==> config.mk <==
export PLATFORM = sky130hd
export DESIGN_NAME = reg_file_sb
export DESIGN_NICKNAME = d
export VERILOG_FILES = /design/src/rtl/regfile_pkg.sv /design/src/rtl/regfile_clr_seq.sv /design/src/rtl/reg_file_sb.sv
export SDC_FILE = /design/constraint.sdc
export NUM_CORES = 1
export LEC_CHECK = 0
export ABC_AREA = 1
export CORE_MARGIN = 1.5
export CORE_UTILIZATION = 40
export DETAILED_ROUTE_END_ITERATION = 7
export PLACE_DENSITY_LB_ADDON = 0.25
export SYNTH_ARGS = -nofsm -noshare
export SYNTH_HDL_FRONTEND = slang
export SYNTH_SLANG_ARGS = --single-unit
==> constraint.sdc <==
create_clock -name clk -period 4.55 [get_ports clk]
set_input_delay 0.91 -clock clk [delete_from_list [all_inputs] [get_ports clk]]
set_output_delay 0.91 -clock clk [all_outputs]
set_load 0.02 [all_outputs]
==> src/rtl/regfile_pkg.sv <==
// Shared types and helpers for the scoreboarded register file.
package regfile_pkg;

  localparam int unsigned DEF_ADDR_W = 3;
  localparam int unsigned DEF_DATA_W = 8;

  typedef enum logic [0:0] {
    IDLE  = 1'b0,
    CLEAR = 1'b1
  } clr_state_e;

  // Number of registers addressable with addr_w bits.
  function automatic int unsigned depth_of(input int unsigned addr_w);
    return 32'd1 << addr_w;
  endfunction

endpackage

==> src/rtl/regfile_clr_seq.sv <==
// Bulk-clear sequencer: after a request, walks every register address
// once, asserting a clear strobe for one cycle per address.
module regfile_clr_seq
  import regfile_pkg::*;
#(
  parameter int unsigned ADDR_W = DEF_ADDR_W
) (
  input  logic              clk,
  input  logic              rst,
  input  logic              clr_req,
  output logic              clr_busy,
  output logic [ADDR_W-1:0] clr_addr,
  output logic              clr_we
);

  localparam int unsigned       DEPTH = depth_of(ADDR_W);
  localparam logic [ADDR_W-1:0] LAST  = ADDR_W'(DEPTH - 1);

  clr_state_e        state;
  clr_state_e        state_n;
  logic [ADDR_W-1:0] cnt;
  logic [ADDR_W-1:0] cnt_n;

  always_ff @(posedge clk or posedge rst) begin
    if (rst) begin
      state <= IDLE;
      cnt   <= '0;
    end else begin
      state <= state_n;
      cnt   <= cnt_n;
    end
  end

  // Requests arriving while already clearing are dropped.
  always_comb begin
    state_n = state;
    cnt_n   = cnt;
    case (state)
      IDLE: begin
        if (clr_req) state_n = CLEAR;
      end
      CLEAR: begin
        if (cnt == LAST) begin
          state_n = IDLE;
          cnt_n   = '0;
        end else begin
          cnt_n = cnt + ADDR_W'(1);
        end
      end
      default: state_n = IDLE;
    endcase
  end

  // All outputs decode directly from flops.
  assign clr_busy = (state == CLEAR);
  assign clr_we   = (state == CLEAR);
  assign clr_addr = cnt;

endmodule

==> src/rtl/reg_file_sb.sv <==
// Register file with two async read ports, one sync write port, optional
// write-to-read bypass and zero register, pending bits and bulk clear.
module reg_file_sb
  import regfile_pkg::*;
#(
  parameter int unsigned ADDR_W   = DEF_ADDR_W,
  parameter int unsigned DATA_W   = DEF_DATA_W,
  parameter int unsigned ZERO_REG = 0,
  parameter int unsigned BYPASS   = 1
) (
  input  logic              clk,
  input  logic              rst,
  input  logic [ADDR_W-1:0] a1,
  input  logic [ADDR_W-1:0] a2,
  output logic [DATA_W-1:0] out1,
  output logic [DATA_W-1:0] out2,
  output logic              pend1,
  output logic              pend2,
  input  logic [ADDR_W-1:0] aWrite,
  input  logic [DATA_W-1:0] dataIn,
  input  logic              load,
  input  logic              issue,
  input  logic [ADDR_W-1:0] aIssue,
  input  logic              clrReq,
  output logic              clrBusy
);

  localparam int unsigned DEPTH   = depth_of(ADDR_W);
  localparam bit          HAS_ZR  = (ZERO_REG != 0);
  localparam bit          HAS_BYP = (BYPASS != 0);

  logic [DATA_W-1:0] regs [DEPTH];
  logic [DEPTH-1:0]  pending;
  logic              clr_we;
  logic [ADDR_W-1:0] clr_addr;
  logic              byp_ok;
  logic              wr_en;
  logic              iss_en;

  regfile_clr_seq #(
    .ADDR_W (ADDR_W)
  ) u_clr_seq (
    .clk      (clk),
    .rst      (rst),
    .clr_req  (clrReq),
    .clr_busy (clrBusy),
    .clr_addr (clr_addr),
    .clr_we   (clr_we)
  );

  // Write/issue qualification: the clear sequencer owns the array while busy.
  assign byp_ok = load && !clrBusy;
  assign wr_en  = byp_ok && !(HAS_ZR && (aWrite == '0));
  assign iss_en = issue && !clrBusy && !(HAS_ZR && (aIssue == '0));

  always_ff @(posedge clk or posedge rst) begin
    if (rst) begin
      regs <= '{default: '0};
    end else if (clr_we) begin
      regs[clr_addr] <= '0;
    end else if (wr_en) begin
      regs[aWrite] <= dataIn;
    end
  end

  // Issue is applied after write so a same-register issue leaves it pending.
  always_ff @(posedge clk or posedge rst) begin
    if (rst) begin
      pending <= '0;
    end else if (clr_we) begin
      pending[clr_addr] <= 1'b0;
    end else begin
      if (wr_en)  pending[aWrite] <= 1'b0;
      if (iss_en) pending[aIssue] <= 1'b1;
    end
  end

  // Read muxes; the zero register overrides any forwarded value.
  always_comb begin
    out1  = regs[a1];
    pend1 = pending[a1];
    out2  = regs[a2];
    pend2 = pending[a2];
    if (HAS_BYP && byp_ok && (aWrite == a1)) begin
      out1  = dataIn;
      pend1 = 1'b0;
    end
    if (HAS_BYP && byp_ok && (aWrite == a2)) begin
      out2  = dataIn;
      pend2 = 1'b0;
    end
    if (HAS_ZR && (a1 == '0)) begin
      out1  = '0;
      pend1 = 1'b0;
    end
    if (HAS_ZR && (a2 == '0)) begin
      out2  = '0;
      pend2 = 1'b0;
    end
  end

endmodule

==> metrics.txt <==
post-route ant nets 0; M1 wire length 6330 um; cell taking the most area after synthesis dfrtp_1; area delta synth->final 20.2%; Setup WS pre-CTS 0.548 ns; initial core utilization 41.1%; RSZ-0062 raised after global routing no; hold-fix buffers at CTS 0; Final HPWL DP 11300 um; Min Clock Period, post-route 4.07 ns; post-synthesis compound-gate area fraction 11.5%; # DRC 0; clock latency on the worst-skew pair 0.34 ns; number of antenna violations at the first check in global routing 0; post-synthesis sequential area ratio 40.4%; Synthesized Nets 716; post-synthesis mux area share 0.213%; Yosys top cell area share 40.4%; Post-synth EDFFs 0; Avg WL per Cell 17.9 um; Clk pin slew, worst setup/hold paths 0.06 ns; CP Max Fanout 10; most frequent cells after synthesis nand2_1, nand3_1, inv_1, dfrtp_1, o22ai_1; vias per cell 5.82; Antenna Cells 0; status completed; RePlAce Congestion 0.873; highest routed layer met4; predominant post-synthesis flop cell dfrtp_1; most common cell in the netlist nand2_1; Max Buffers Root-to-Sink 2; crit path DAT 3.16 ns; post-synthesis xor/xnor area fraction 0%; leakage power total 2.87 nW; final setup TNS 0 ns; Die ar. 0.0124 mm^2; vias in the first global route 5016; setup bufs post-CTS 0; core footprint 0.0115 mm^2; relative slew slack 24.7%; Tot GR Track Use 26.4%; Ports 44; Critical Path Start Type input pin; die height 112 um; Port Buf Inserts 43; Final Hold Fails 0; vias after detailed routing 5141; first-pass GRT wire length 25900 um; Tcrit/Tclk final 89.3%; worst-margin pin slew 1.13 ns; Worst VDD drop 0.000305 V; worst path required time 3.64 ns; HP Class flip-flop to flip-flop; H-Tree Depth 3; Max Slew Vio Count 0; PwrDens 510 mW/mm^2; max-cap violation count 0; Detailed Route WL 15800 um; Avg Inst Size Synth 6.84 um^2; top cells by area, synth dfrtp_1, nand2_1, nand3_1; Resize count post-CTS 0; Max Freq 0.246 GHz; GRT overflow 0; NumNets Final 762; CTS tree yes; largest family of logic cells by synthesized area simple AND/OR/NAND/NOR gates; Synth Instances 689; Crit. End Element output pin; worst hold path depth 2; largest net degree at the start of global routing 53; Crit Path Category input pin to output pin; 1st-iter DRT viols 410; met2 routed WL 7730 um; DR WL met3 1140 um; proportion of layout cells with a drive suffix above 1 7.43%; number of synthesis warnings 0; row cnt 39; Synth cell types 30; Worst Reg-to-Reg Cells 4; simple-gate share of the synthesized area 36.5%; CTS root buffer clkbuf_16; cell area after synthesis 0.00471 mm^2; Num CTS Buffers 9; FFs w/ async S/R, synth 100%; synthesized-area fraction occupied by adder cells 0.531%; drt first pass iters 7; chip width 112 um; #FFs+latches synth 76; CTS sink count 76; Setup Viol. Count Final 0; final worst slack 0.485 ns; Final Skew 0.00633 ns
==> critical path: stages <==
cell and delay (ns):
clkdlybuf4s50_1 0.71, inv_4 0.10, nand2_1 0.09, nand2_1 0.06
nor2_1 0.11, nand2_2 0.17, inv_2 0.21, nand2_1 0.07
nand2_1 0.11, clkdlybuf4s50_1 0.61
==> worst paths after layout <==
| check | from | to | slack [ns] |
|---|---|---|---|
| max reg2reg | u_clr_seq.clr_busy | regs[60] | 2.51 |
| min reg2reg | regs[15] | regs[15] | 0.49 |
| min in group asynchronous | rst | regs[11] | 1.20 |
| min | regs[15] | regs[15] | 0.49 |
| max in group asynchronous | rst | regs[57] | 2.40 |
| max | aWrite[0] | out2[3] | 0.48 |
==> power by group <==
| group | leakage, nW | internal, mW | total, mW | switching (mW) |
|---|---|---|---|---|
| sequential | 1.03 | 0.881 | 0.981 | 0.100 |
| clock | 0.161 | 0.535 | 0.842 | 0.308 |
| combinational | 1.68 | 0.365 | 1.06 | 0.697 |
==> flip-flops by register name (all words and copies together) (netlist names) <==
register and flops:
pending 8, regs 64, u_clr_seq.clr_addr 3, u_clr_seq.clr_busy 1
==> through the flow <==
step	hold slack (ns)	util [%]	power (mW)	instance area, um^2	instances
final	0.490	49.4	2.88	5660	883
after global routing	0.512	49.4	3.06	5660	883
after CTS	0.493	49.4	2.88	5660	883
after detailed placement	0.478	46.4	2.04	5320	867
after global placement	0.472	46.4	2.00	5320	867
after floorplan	0.453	-	1.69	4710	689
==> area by class of cell <==
class | count | area (um^2)
tap | 143 | 179
multi-input combinational | 488 | 2300
clock buffer | 9 | 225
clock inverter | 7 | 115
timing repair buffer | 62 | 573
fill | 1114 | 5810
sequential | 76 | 1900
inverter | 98 | 370
==> metal layers <==
layer | up-vias | track usage, %
met1 | 2463 | 33.0
met5 | - | 0
met4 | 0 | 12.1
met3 | 55 | 4.30
met2 | 271 | 44.8
li1 | 2352 | -
==> logic make-up (layout without fill, tap and decap cells) <==
kind of cell | Yosys count | after routing
AO/OA/AOI/OAI | 92 | 92
AND/OR/NAND/NOR | 393 | 393
buffers and inverters | 125 | 176
multiplexers | 1 | 1
flip-flops | 76 | 76
adder cells (fa/ha/maj) | 2 | 2
==> placed cells by master, fill, tap and decap left out, drive strengths merged <==
master,instances
o22ai,49
bufinv,3
o21ai,27
nand4,14
nand2,232
o211ai,2
buf,19
or2,2
nor2,21
clkinv,7
inv,93
clkbuf,9
ha,2
mux2i,1
clkdlybuf4s50,43
clkinvlp,2
o21a,1
a21oi,13
nand3,124
dfrtp,76
No activity file was read; power rests on OpenSTA's default activity.
